**src/rtl/redstone_pkg.sv**
```systemverilog
// Shared types and constants for the redstone game-tick controller.
package redstone_pkg;

   typedef enum logic [1:0] {
      IDLE = 2'd0,
      RUN  = 2'd1,
      STEP = 2'd2
   } tick_state_t;

   localparam int TICK_DIV_DEFAULT = 4;
   localparam int STEP_CNT_W       = 16;
   localparam int DIV_W            = 16;

   typedef struct packed {
      logic                  valid;
      logic [STEP_CNT_W-1:0] count;
   } step_req_t;

   // A divide-by-N tick needs the counter loaded with N-1.
   function automatic logic [DIV_W-1:0] div_reload(input int div);
      return DIV_W'(div - 1);
   endfunction

endpackage

```
**src/rtl/redstone_tick_div.sv**
```systemverilog
// Loadable down-counter with a registered one-cycle terminal pulse.
module redstone_tick_div
   import redstone_pkg::*;
#(
   parameter int W = DIV_W
) (
   input  logic         i_clk,
   input  logic         i_rst,
   input  logic         i_load,
   input  logic [W-1:0] i_reload,
   input  logic         i_en,
   output logic         o_term,
   output logic         o_tick
);

   logic [W-1:0] cnt;

   // o_term lets the owner act on the same edge that registers o_tick.
   assign o_term = i_en && (cnt == '0);

   always_ff @(posedge i_clk) begin
      if (i_rst) begin
         cnt    <= '0;
         o_tick <= 1'b0;
      end else begin
         o_tick <= o_term;
         if (i_load)
            cnt <= i_reload;
         else if (i_en)
            cnt <= (cnt == '0) ? i_reload : cnt - 1'b1;
      end
   end

endmodule

```
**src/rtl/redstone_tick_ctrl.sv**
```systemverilog
// Redstone game-tick generator: free-running RUN or counted STEP bursts.
// Optional macro REDSTONE_TICK_FAST_EN enables i_fast (tick every 2 cycles).
module redstone_tick_ctrl
   import redstone_pkg::*;
#(
   parameter int DIV   = TICK_DIV_DEFAULT,
   parameter int CNT_W = 32
) (
   input  logic                  i_clk,
   input  logic                  i_rst,
   input  logic                  i_run,
   input  logic                  i_step_valid,
   input  logic [STEP_CNT_W-1:0] i_step_count,
   output logic                  o_step_ready,
   output logic                  o_step_done,
   input  logic                  i_fast,
   output logic                  o_tick,
   output logic [CNT_W-1:0]      o_tick_count,
   output logic                  o_busy
);

   tick_state_t           state, state_nxt;
   logic [STEP_CNT_W-1:0] remaining, rem_nxt;
   logic                  done_nxt;
   logic                  div_load, div_en, div_term;
   logic [DIV_W-1:0]      div_val, reload;
   step_req_t             req;

   assign req = '{valid: i_step_valid, count: i_step_count};

`ifdef REDSTONE_TICK_FAST_EN
   assign reload = i_fast ? DIV_W'(1) : div_reload(DIV);
`else
   logic unused_fast;
   assign unused_fast = i_fast;
   assign reload      = div_reload(DIV);
`endif

   redstone_tick_div #(.W(DIV_W)) u_div (
      .i_clk    (i_clk),
      .i_rst    (i_rst),
      .i_load   (div_load),
      .i_reload (div_val),
      .i_en     (div_en),
      .o_term   (div_term),
      .o_tick   (o_tick)
   );

   always_comb begin
      state_nxt = state;
      rem_nxt   = remaining;
      done_nxt  = 1'b0;
      div_load  = 1'b0;
      div_val   = reload;
      div_en    = 1'b0;
      case (state)
         IDLE: begin
            if (req.valid && o_step_ready) begin
               if (req.count != '0) begin
                  state_nxt = STEP;
                  rem_nxt   = req.count;
                  div_load  = 1'b1;
               end else begin
                  done_nxt  = 1'b1;
               end
            end else if (i_run) begin
               state_nxt = RUN;
               div_load  = 1'b1;
            end
         end
         RUN: begin
            // Keep enable on during exit so a tick due this edge still fires.
            div_en = 1'b1;
            if (!i_run) begin
               state_nxt = IDLE;
               div_load  = 1'b1;
               div_val   = '0;
            end
         end
         STEP: begin
            if (remaining == '0) begin
               state_nxt = IDLE;
               done_nxt  = 1'b1;
               div_load  = 1'b1;
               div_val   = '0;
            end else begin
               div_en = 1'b1;
               if (div_term)
                  rem_nxt = remaining - 1'b1;
            end
         end
         default: state_nxt = IDLE;
      endcase
   end

   always_ff @(posedge i_clk) begin
      if (i_rst) begin
         state        <= IDLE;
         remaining    <= '0;
         o_tick_count <= '0;
         o_step_ready <= 1'b0;
         o_step_done  <= 1'b0;
         o_busy       <= 1'b0;
      end else begin
         state        <= state_nxt;
         remaining    <= rem_nxt;
         o_step_done  <= done_nxt;
         o_step_ready <= (state_nxt == IDLE);
         o_busy       <= (state_nxt != IDLE);
         if (div_term)
            o_tick_count <= o_tick_count + CNT_W'(1);
      end
   end

endmodule
```
**config.mk**
```make
export PLATFORM = sky130hd
export DESIGN_NAME = redstone_tick_ctrl
export DESIGN_NICKNAME = d
export VERILOG_FILES = /design/src/rtl/redstone_pkg.sv /design/src/rtl/redstone_tick_div.sv /design/src/rtl/redstone_tick_ctrl.sv
export SDC_FILE = /design/constraint.sdc
export NUM_CORES = 1
export LEC_CHECK = 0
export BUFFER_PORTS_ARGS = -buffer_cell sky130_fd_sc_hd__buf_2
export CORE_ASPECT_RATIO = 0.6
export CORE_MARGIN = 4
export CORE_UTILIZATION = 57
export CTS_CLUSTER_DIAMETER = 60
export DETAILED_ROUTE_END_ITERATION = 10
export PLACE_DENSITY = 0.8
export SLEW_MARGIN = 5
export SYNTH_ARGS = -nofsm -noshare
export SYNTH_HDL_FRONTEND = slang
export SYNTH_SLANG_ARGS = --single-unit
```
**constraint.sdc**
```tcl
create_clock -name i_clk -period 3.2 [get_ports i_clk]
set_input_delay 0.32 -clock i_clk [delete_from_list [all_inputs] [get_ports i_clk]]
set_output_delay 0.32 -clock i_clk [all_outputs]
set_load 0.01 [all_outputs]
```
==> results.toml, run 1 <==
[logic_synthesis]
synth.area.top_cells = "dfxtp_1, xnor2_1, nor2_1, nor4_1, a21oi_1"
synth.distinct_cells = 51
syn_inst = 478
synth_common_cells = "dfxtp_1, nor2_1, nand2_1"
syn_avg_cell_area_um2 = 7.97
synth_nets = 506
ys_ff_latch = 70
ys_seq_area_share_pct = 36.8
synth-edff-count = 0
netlist_area_um2 = 3810
synth_top_cell_by_area = "dfxtp_1"
synth.most_common_cell = "dfxtp_1"
yosysWarnings = 0
synthArstFlopShare_pct = 0
synth_top_area_share_pct = 36.8
synth-main-ff-cell = "dfxtp_1"

[critical_path]
endpoint_kind = "register"
reg2reg_depth = 8
crit_path_frequent_cell = "inv_1"
crit_arrival_ns = 3.08
path_delay_family = "simple AND/OR/NAND/NOR gates"
crit_path_top_delay_cell = "o22ai_1"
cpPeakStageDelay_ns = 0.62
worstPathRequired_ns = 3.48
worstSetupStartpointType = "register"
crit_end = "u_div.cnt[11]$_SDFFE_PP0P_"
reg2reg_from = "state[1]$_SDFF_PP0_"
crit_buf_inv = 2
path_class = "reg -> reg"
r2r_slack_ns = 0.40
path_cells = "inv_1, ha_1, inv_1, or3_1, o22ai_1, nor3_1, or4_1, a21oi_1"
path_max_fanout = 10
rr_endpoint = "u_div.cnt[11]$_SDFFE_PP0P_"
startpoint = "state[1]$_SDFF_PP0_"
cp.depth = 8

[sta]
finalCriticalPeriod_ns = 2.80
finClkSkew_ns = 0.00834
tightest_slew_ns = 0.813
slew_headroom_pct = 45.8
setup_tns_ns = 0
fin_crit_sh_pct = 87.6
finalMaxSlewViolations = 0
fin_hold_ws_ns = 0.263
rsz0062_at_grt = "no"
fmaxAchievable_mhz = 357
setup_viol = 0
hold_viol = 0
worst_slack_ns = 0.396

[power]
p_seq_share_pct = 40.6
internal-power_w = 0.00158
pwr-share-clk_pct = 26.7
ir_drop_mv = 0.348
power.switching_w = 0.000900
swShare_pct = 36.3
power_density_nw_per_um2 = 567
comb_power_share_pct = 32.7
power.leakage_nw = 1.65

[placement]
port_buffers = 55
dp_worst_setup_slack_ns = 0.490
placedCellCount = 607
gp_congestion = 0.912
hpwlAfterDp_mm = 7.14

[cts]
cts.clk_slew.worst_paths_ns = 0.07
insertion_delay_ns = 0.35
cts_hold_buf = 0
cts_made_buffers = 9
postCtsSetupRepairBufs = 0
cts_buffer_depth = 2
h-tree-depth = 3
cts_resized = 0
cts.sinks = 70
cts_tree = "yes"
cts-root-buf = "clkbuf_8"

[floorplan]
die_width_um = 114
start_util_pct = 60.4
die_h_um = 71.3
fp-row-count = 22
fp.coreArea_um2 = 6300
die_area_um2 = 8090
io_pins = 57

[grt]
grt_pass1_vias = 3472
grt_pass1_wl_mm = 16.6
antenna_found_initial = 0
gr-usage-all-layers_pct = 25.2
grt_max_degree = 34
grt-ovfl-total = 0

[cells_and_area]
area_delta_synth_final_pct = 15.0
drive_above_1_share_pct = 16.5
diodes = 0
final_nets = 562
utilization_pct = 69.5
instances_no_fill = 623

[detailed_routing]
drt-vias-per-instance = 6.19
wl_mm = 10.0
drc_errors = 0
drtAntennaViolNets = 0
vias = 3854
drt_first_iter_violations = 327
wire_per_inst_um = 16.0
firstDrtPassIters = 5

[worst_hold_path]
min_path_type = "in -> reg"

[run_status]
status = "completed"

[run]
drv_cap = 0
layer usage:
metal	track usage, %	wire (µm)	vias to the layer above	share of wire (%)
met5	0	0	-	0
met4	7.87	136	0	1.4
met3	7.93	968	20	9.7
met2	36.5	4210	191	42
met1	35.6	4680	1780	47
li1	-	-	1863	-
how the worst min path moves through the flow:
stage                                           from                          to  slack (ns)  cells past startpoint
after floorplan           remaining[14]$_SDFFE_PP0P_  remaining[14]$_SDFFE_PP0P_        0.45                      2
after global placement    remaining[13]$_SDFFE_PP0P_  remaining[13]$_SDFFE_PP0P_        0.47                      2
after detailed placement   remaining[7]$_SDFFE_PP0P_   remaining[7]$_SDFFE_PP0P_        0.48                      2
after CTS                               i_step_valid      o_step_done$_SDFF_PP0_        0.25                      3
after global routing                    i_step_valid      o_step_done$_SDFF_PP0_        0.27                      3
final                                   i_step_valid      o_step_done$_SDFF_PP0_        0.26                      3
cell type report:
cell class | instances | area [µm²]
Timing Repair Buffer | 67 | 365
Tap cell | 84 | 105
Sequential cell | 70 | 1400
Inverter | 18 | 67.6
Clock buffer | 16 | 180
Multi-Input combinational cell | 368 | 2260
Fill cell | 522 | 1930
stage by stage:
step                instance area (µm²)  total power [W]
floorplan                          3810          0.00159
global placement                   4200          0.00178
detailed placement                 4200          0.00182
CTS                                4380          0.00247
global route                       4380          0.00263
finish                             4380          0.00248
tightest hold or removal path, cell delays in order:
cell and delay (ns):
buf_2 0.11, nand4_1 0.08, a21oi_1 0.06
kinds of logic after synthesis:
kind of cell	Yosys count	share of synthesized area, %
fa+ha+maj	7	2.30
buf+inv	40	3.98
xor+xnor	35	8.05
flops	70	36.8
compound gates	86	14.5
simple gates	231	31.9
mux	9	2.43
cell usage in the layout (no fill, tap or decap), drive strengths merged, types with 12 or more instances in the layout:
| cell type | n |
|---|---|
| a21oi | 31 |
| buf | 67 |
| clkbuf | 16 |
| dfxtp | 70 |
| inv | 18 |
| nand2 | 41 |
| nand3 | 23 |
| nand4 | 12 |
| nor2 | 62 |
| nor3 | 16 |
| nor4 | 31 |
| o21ai | 17 |
| xnor2 | 27 |
registers in the layout (all words and copies together), names as in the netlist:
name,count
o_busy,1
o_step_done,1
o_step_ready,1
o_tick_count,32
remaining,16
state,2
u_div.cnt,16
u_div.o_tick,1
power groups by stage:
stage          Sequential, W  Clock, W  Combinational [W]
6_report             0.00101  0.000663           0.000813
2_1_floorplan        0.00101         0           0.000584
3_3_place_gp         0.00102         0           0.000763
3_5_place_dp         0.00102         0           0.000794
5_1_grt              0.00102  0.000720           0.000895
4_1_cts              0.00100  0.000673           0.000797
Power figures use the tool's default switching activity.
==> run 2, diff against run 1 <==
Settings changed: CORE_MARGIN 4 to 2.
==> run 2 against run 1 <==
Net effect:
- routed wire length is 0.69% higher
- clock-buffer cell count shrank 3
- highest routed layer unchanged
- critical endpoint is now o_tick_count[21]$_SDFFE_PP0P_
- die area down 8.9%
==> results.toml, run 2 (synthesized netlist as in run 1, its figures left out) <==
[run_status]
status = "completed"

[grt]
grt_pass1_vias = 3495
grt_max_degree = 46
met3_usage_pct = 10.1
grt_pass1_wl_mm = 16.0
grtUsageMet2_pct = 41.0
busiest_layer = "met2"
grt-ovfl-total = 0
grt_use_met1_pct = 38.4
gr-usage-all-layers_pct = 28.3
antenna_found_initial = 0

[floorplan]
die_area_um2 = 7370
fp.coreArea_um2 = 6560
die_width_um = 110
start_util_pct = 58.0
fp-row-count = 23
io_pins = 57
die_h_um = 67.3

[critical_path]
endpoint_kind = "register"
cpPeakStageDelay_ns = 0.63
path_class = "reg -> reg"
path_delay_family = "simple AND/OR/NAND/NOR gates"
crit_path_frequent_cell = "nor4_1"
r2r_slack_ns = 0.23
path_max_fanout = 15
crit_buf_inv = 1
path_cells = "nor4_1, nand4_1, a21oi_2, buf_4, nor4_1, nand3_1, mux2_2"
crit_arrival_ns = 3.22
crit_path_top_delay_cell = "nor4_1"
worstSetupStartpointType = "register"
worstPathRequired_ns = 3.45

[cts]
cts_tree = "yes"
cts_made_buffers = 9
h-tree-depth = 3
cts_resized = 0
cts_buffer_depth = 2
insertion_delay_ns = 0.36
cts.sinks = 70
cts_hold_buf = 0
cts.clk_slew.worst_paths_ns = 0.07
postCtsSetupRepairBufs = 0
cts-root-buf = "clkbuf_8"

[power]
power.switching_w = 0.000902
ir_drop_mv = 0.316
power.leakage_nw = 1.65
comb_power_share_pct = 32.3
pwr-share-clk_pct = 28.0
power_density_nw_per_um2 = 578
p_seq_share_pct = 39.7
swShare_pct = 35.6
internal-power_w = 0.00163

[sta]
setup_viol = 0
finClkSkew_ns = 0.0115
fin_crit_sh_pct = 92.8
rsz0062_at_grt = "no"
finalMaxSlewViolations = 0
tightest_slew_ns = 0.942
finalCriticalPeriod_ns = 2.97
fmaxAchievable_mhz = 337
slew_headroom_pct = 36.6
hold_viol = 0
setup_tns_ns = 0

[detailed_routing]
wl_mm = 10.1
wire_per_inst_um = 16.2
drt-vias-per-instance = 6.18
firstDrtPassIters = 5
vias = 3850
drt_first_iter_violations = 313
drtAntennaViolNets = 0
drc_errors = 0

[cells_and_area]
largest-register = "o_tick_count"
area_delta_synth_final_pct = 15.1
drive_above_1_share_pct = 16.4
final_cell_mix = "dfxtp_1, nor2_1, buf_2, nand2_1, nor4_1"
final_nets = 561
final_common_cell = "dfxtp_1"
largestRegisters = "o_tick_count: 32 flops, remaining: 16 flops, u_div.cnt: 16 flops"
largest_reg_flops = 32
diodes = 0
instances_no_fill = 623

[placement]
gp_congestion = 0.911
port_buffers = 55
placedCellCount = 609
hpwlAfterDp_mm = 7.01

[worst_hold_path]
min_path_type = "in -> reg"

[run]
drv_cap = 0
[run 2: cell count changes in the layout (fill, tap and decap cells not counted)]
cell	previous run	this run
clkbuf_1	4	2
buf_4	12	11
bufinv_16	0	1
clkbuf_8	12	11
[run 2: area by class of cell]
cell class,count,area (µm²)
well taps,87,109
multi-input cells,368,2260
flip-flops and latches,70,1400
clock buffers,13,159
clock inverters,1,30.0
inverters,18,67.6
fillers,549,2180
repair buffers,66,358
[run 2: power groups by stage]
stage	Combinational, W	Sequential [W]	Clock, W
after floorplan	0.000584	0.00101	0
after global placement	0.000761	0.00102	0
after detailed placement	0.000787	0.00102	0
after CTS	0.000799	0.00100	0.000719
after global routing	0.000904	0.00101	0.000754
final	0.000818	0.00101	0.000708
[run 2: path summary, 6_finish.rpt]
check / cells past startpoint / end / startpoint
setup / recovery: 7 / o_tick_count[21]$_SDFFE_PP0P_ / remaining[11]$_SDFFE_PP0P_
hold / removal: 3 / o_step_done$_SDFF_PP0_ / i_step_valid
hold reg to reg: 2 / remaining[7]$_SDFFE_PP0P_ / remaining[7]$_SDFFE_PP0P_
setup reg to reg: 7 / o_tick_count[21]$_SDFFE_PP0P_ / remaining[11]$_SDFFE_PP0P_
[run 2: layer usage]
| metal | wire (µm) | vias to the layer above |
|---|---|---|
| met2 | 4340 | 165 |
| met1 | 4630 | 1802 |
| met4 | 203 | 0 |
| met5 | 0 | - |
| li1 | - | 1862 |
| met3 | 889 | 21 |
[run 2: per-stage QoR]
stage                     total power, W  util, %  hold slack, ns  worst slack, ns  cell area [µm²]
after global placement           0.00178     63.9           0.466            0.563             4190
after global routing             0.00267     66.8           0.242           0.0776             4380
after floorplan                  0.00159        -           0.449            0.614             3810
after detailed placement         0.00181     63.9           0.466            0.365             4190
final                            0.00253     66.8           0.248            0.231             4380
after CTS                        0.00252     66.8           0.243            0.319             4380
[run 2: worst reg2reg max path, cell delays in order, from the launching register on]
cell and delay [ns]:
dfxtp_1 0.36, nor4_1 0.63, nand4_1 0.37, a21oi_2 0.63, buf_4 0.32, nor4_1 0.11, nand3_1 0.12, mux2_2 0.32
==> run 3, diff against run 2 <==
--- a/config.mk
+++ b/config.mk
@@ -8,9 +8,10 @@
 export BUFFER_PORTS_ARGS = -buffer_cell sky130_fd_sc_hd__buf_2
 export CORE_ASPECT_RATIO = 0.6
-export CORE_MARGIN = 2
+export CORE_MARGIN = 5
 export CORE_UTILIZATION = 57
 export CTS_CLUSTER_DIAMETER = 60
 export DETAILED_ROUTE_END_ITERATION = 10
 export PLACE_DENSITY = 0.8
+export REMOVE_ABC_BUFFERS = 1
 export SLEW_MARGIN = 5
 export SYNTH_ARGS = -nofsm -noshare
==> constraint.sdc (replaced) <==
create_clock -name i_clk -period 3.2 [get_ports i_clk]
set_input_delay 0.32 -clock i_clk [delete_from_list [all_inputs] [get_ports i_clk]]
set_output_delay 0.32 -clock i_clk [all_outputs]
set_load 0.1 [all_outputs]
==> run 3 against run 2 <==
Net effect:
- cell count increased by 0.32%
- register-to-register slack improved by 0.03 ns
- clock power increased by 11%
- sequential share of layout area decreased by 0.19 points
- maximum frequency increased by 0.99%
- routed wire length decreased by 1.8%
- die area increased by 15%
- clock skew decreased by 0.00072 ns
- combinational power increased by 2%
- first-iteration DRC count decreased by 11%
- core utilization increased by 0.11 points
- critical endpoint is now u_div.cnt[15]$_SDFFE_PP0P_
- largest cell class unchanged
- largest power group unchanged
- highest routed layer unchanged
==> results.toml, run 3 (synthesized netlist as in run 1, its figures left out) <==
[cells_and_area]
final_common_cell = "dfxtp_1"
nFillCells = 541
largest_reg_flops = 32
largest-register = "o_tick_count"
largestRegisters = "o_tick_count: 32 flops, remaining: 16 flops, u_div.cnt: 16 flops"
multi_input_area_um2 = 2260
drive_above_1_share_pct = 16.7
diodes = 0
final_nets = 561
final_cell_mix = "dfxtp_1, nor2_1, buf_2, nand2_1, nor4_1"
register_area_um2 = 1400
utilization_pct = 66.9
area_delta_synth_final_pct = 15.8

[cts]
postCtsSetupRepairBufs = 0
cts_made_buffers = 9
insertion_delay_ns = 0.36
h-tree-depth = 3
cts_buffer_depth = 2
cts_resized = 0
cts_tree = "yes"
cts.clk_slew.worst_paths_ns = 0.07
cts-root-buf = "clkbuf_8"
cts_hold_buf = 0
cts.sinks = 70

[detailed_routing]
drt-met1-wl_mm = 4.81
firstDrtPassIters = 5
wl_mm = 9.89
wl_met3_um = 738
drt-vias-per-instance = 6.02
highest_layer = "met4"
wire_per_inst_um = 15.8
vias = 3762
drt_first_iter_violations = 278
met2WireLength_mm = 4.21
drtAntennaViolNets = 0
drc_errors = 0

[floorplan]
die_h_um = 73.3
die_width_um = 116
start_util_pct = 57.8
die_area_um2 = 8470
fp.coreArea_um2 = 6590
io_pins = 57
fp-row-count = 23

[critical_path]
crit_arrival_ns = 3.23
path_max_fanout = 17
worstPathRequired_ns = 3.49
path_cells = "inv_1, ha_1, nor3b_1, nand4_1, a21oi_2, buf_4, nor2_1, or3_1, mux2i_1"
crit_buf_inv = 2
path_delay_family = "simple AND/OR/NAND/NOR gates"
path_class = "reg -> reg"
endpoint_kind = "register"
crit_path_top_delay_cell = "a21oi_2"
cpPeakStageDelay_ns = 0.53
worstSetupStartpointType = "register"

[placement]
gp_congestion = 0.887
dp_worst_setup_slack_ns = 0.347
port_buffers = 55
hpwlAfterDp_mm = 7.02

[sta]
setup_tns_ns = 0
hold_viol = 0
worst_slack_ns = 0.261
slew_headroom_pct = 48.1
finalMaxSlewViolations = 0
fmaxAchievable_mhz = 340
setup_viol = 0
tightest_slew_ns = 0.779
finClkSkew_ns = 0.0108
fin_hold_ws_ns = 0.270
rsz0062_at_grt = "no"
fin_crit_sh_pct = 91.9
finalCriticalPeriod_ns = 2.94

[worst_hold_path]
min_path_type = "in -> reg"

[power]
ir_drop_mv = 0.317
power.leakage_nw = 1.66
power_density_nw_per_um2 = 597

[grt]
antenna_found_initial = 0
grt_pass1_vias = 3333
grt_pass1_wl_mm = 16.0
grt-ovfl-total = 0
grt_max_degree = 42
gr-usage-all-layers_pct = 24.0

[run_status]
status = "completed"

[run]
drv_cap = 0
run 3: power by group:
group	internal (W)	leakage (nW)	switching, W
Clock	0.000458	0.110	0.000329
Combinational	0.000297	0.987	0.000541
Sequential	0.000934	0.567	0.0000726
Total	0.00169	1.66	0.000942
run 3: layout make-up:
class / count / share of cell area [%]
sequential: 70 / 31.8
clock inverter: 4 / 1.59
timing repair buffer: 66 / 8.12
inverter: 18 / 1.53
multi-input combinational: 368 / 51.2
tap: 87 / 2.47
clock buffer: 12 / 3.29
run 3: path summary, 6_finish.rpt:
kind	startpoint	endpoint	slack [ns]	cells after the start
max	remaining[0]$_SDFFE_PP0P_	u_div.cnt[15]$_SDFFE_PP0P_	0.26	9
min reg2reg	remaining[7]$_SDFFE_PP0P_	remaining[7]$_SDFFE_PP0P_	0.48	2
min	i_step_valid	o_step_done$_SDFF_PP0_	0.27	3
max reg2reg	remaining[0]$_SDFFE_PP0P_	u_div.cnt[15]$_SDFFE_PP0P_	0.26	9
run 3: per-stage QoR:
step / instances / instance area (µm²) / power (W)
after floorplan: 456 / 3720 / 0.00161
after global placement: 609 / 4190 / 0.00181
after detailed placement: 609 / 4190 / 0.00184
after CTS: 625 / 4410 / 0.00263
after global routing: 625 / 4410 / 0.00278
final: 625 / 4410 / 0.00263
run 3: tightest hold or removal path: stages:
cell	delay [ns]
buf_2	0.11
nand4_1	0.09
a21oi_1	0.06
run 3: metal layers:
metal | track usage [%] | up-vias
met5 | 0 | -
met1 | 34.7 | 1763
met2 | 33.3 | 123
met3 | 8.81 | 17
li1 | - | 1859
met4 | 7.03 | 0
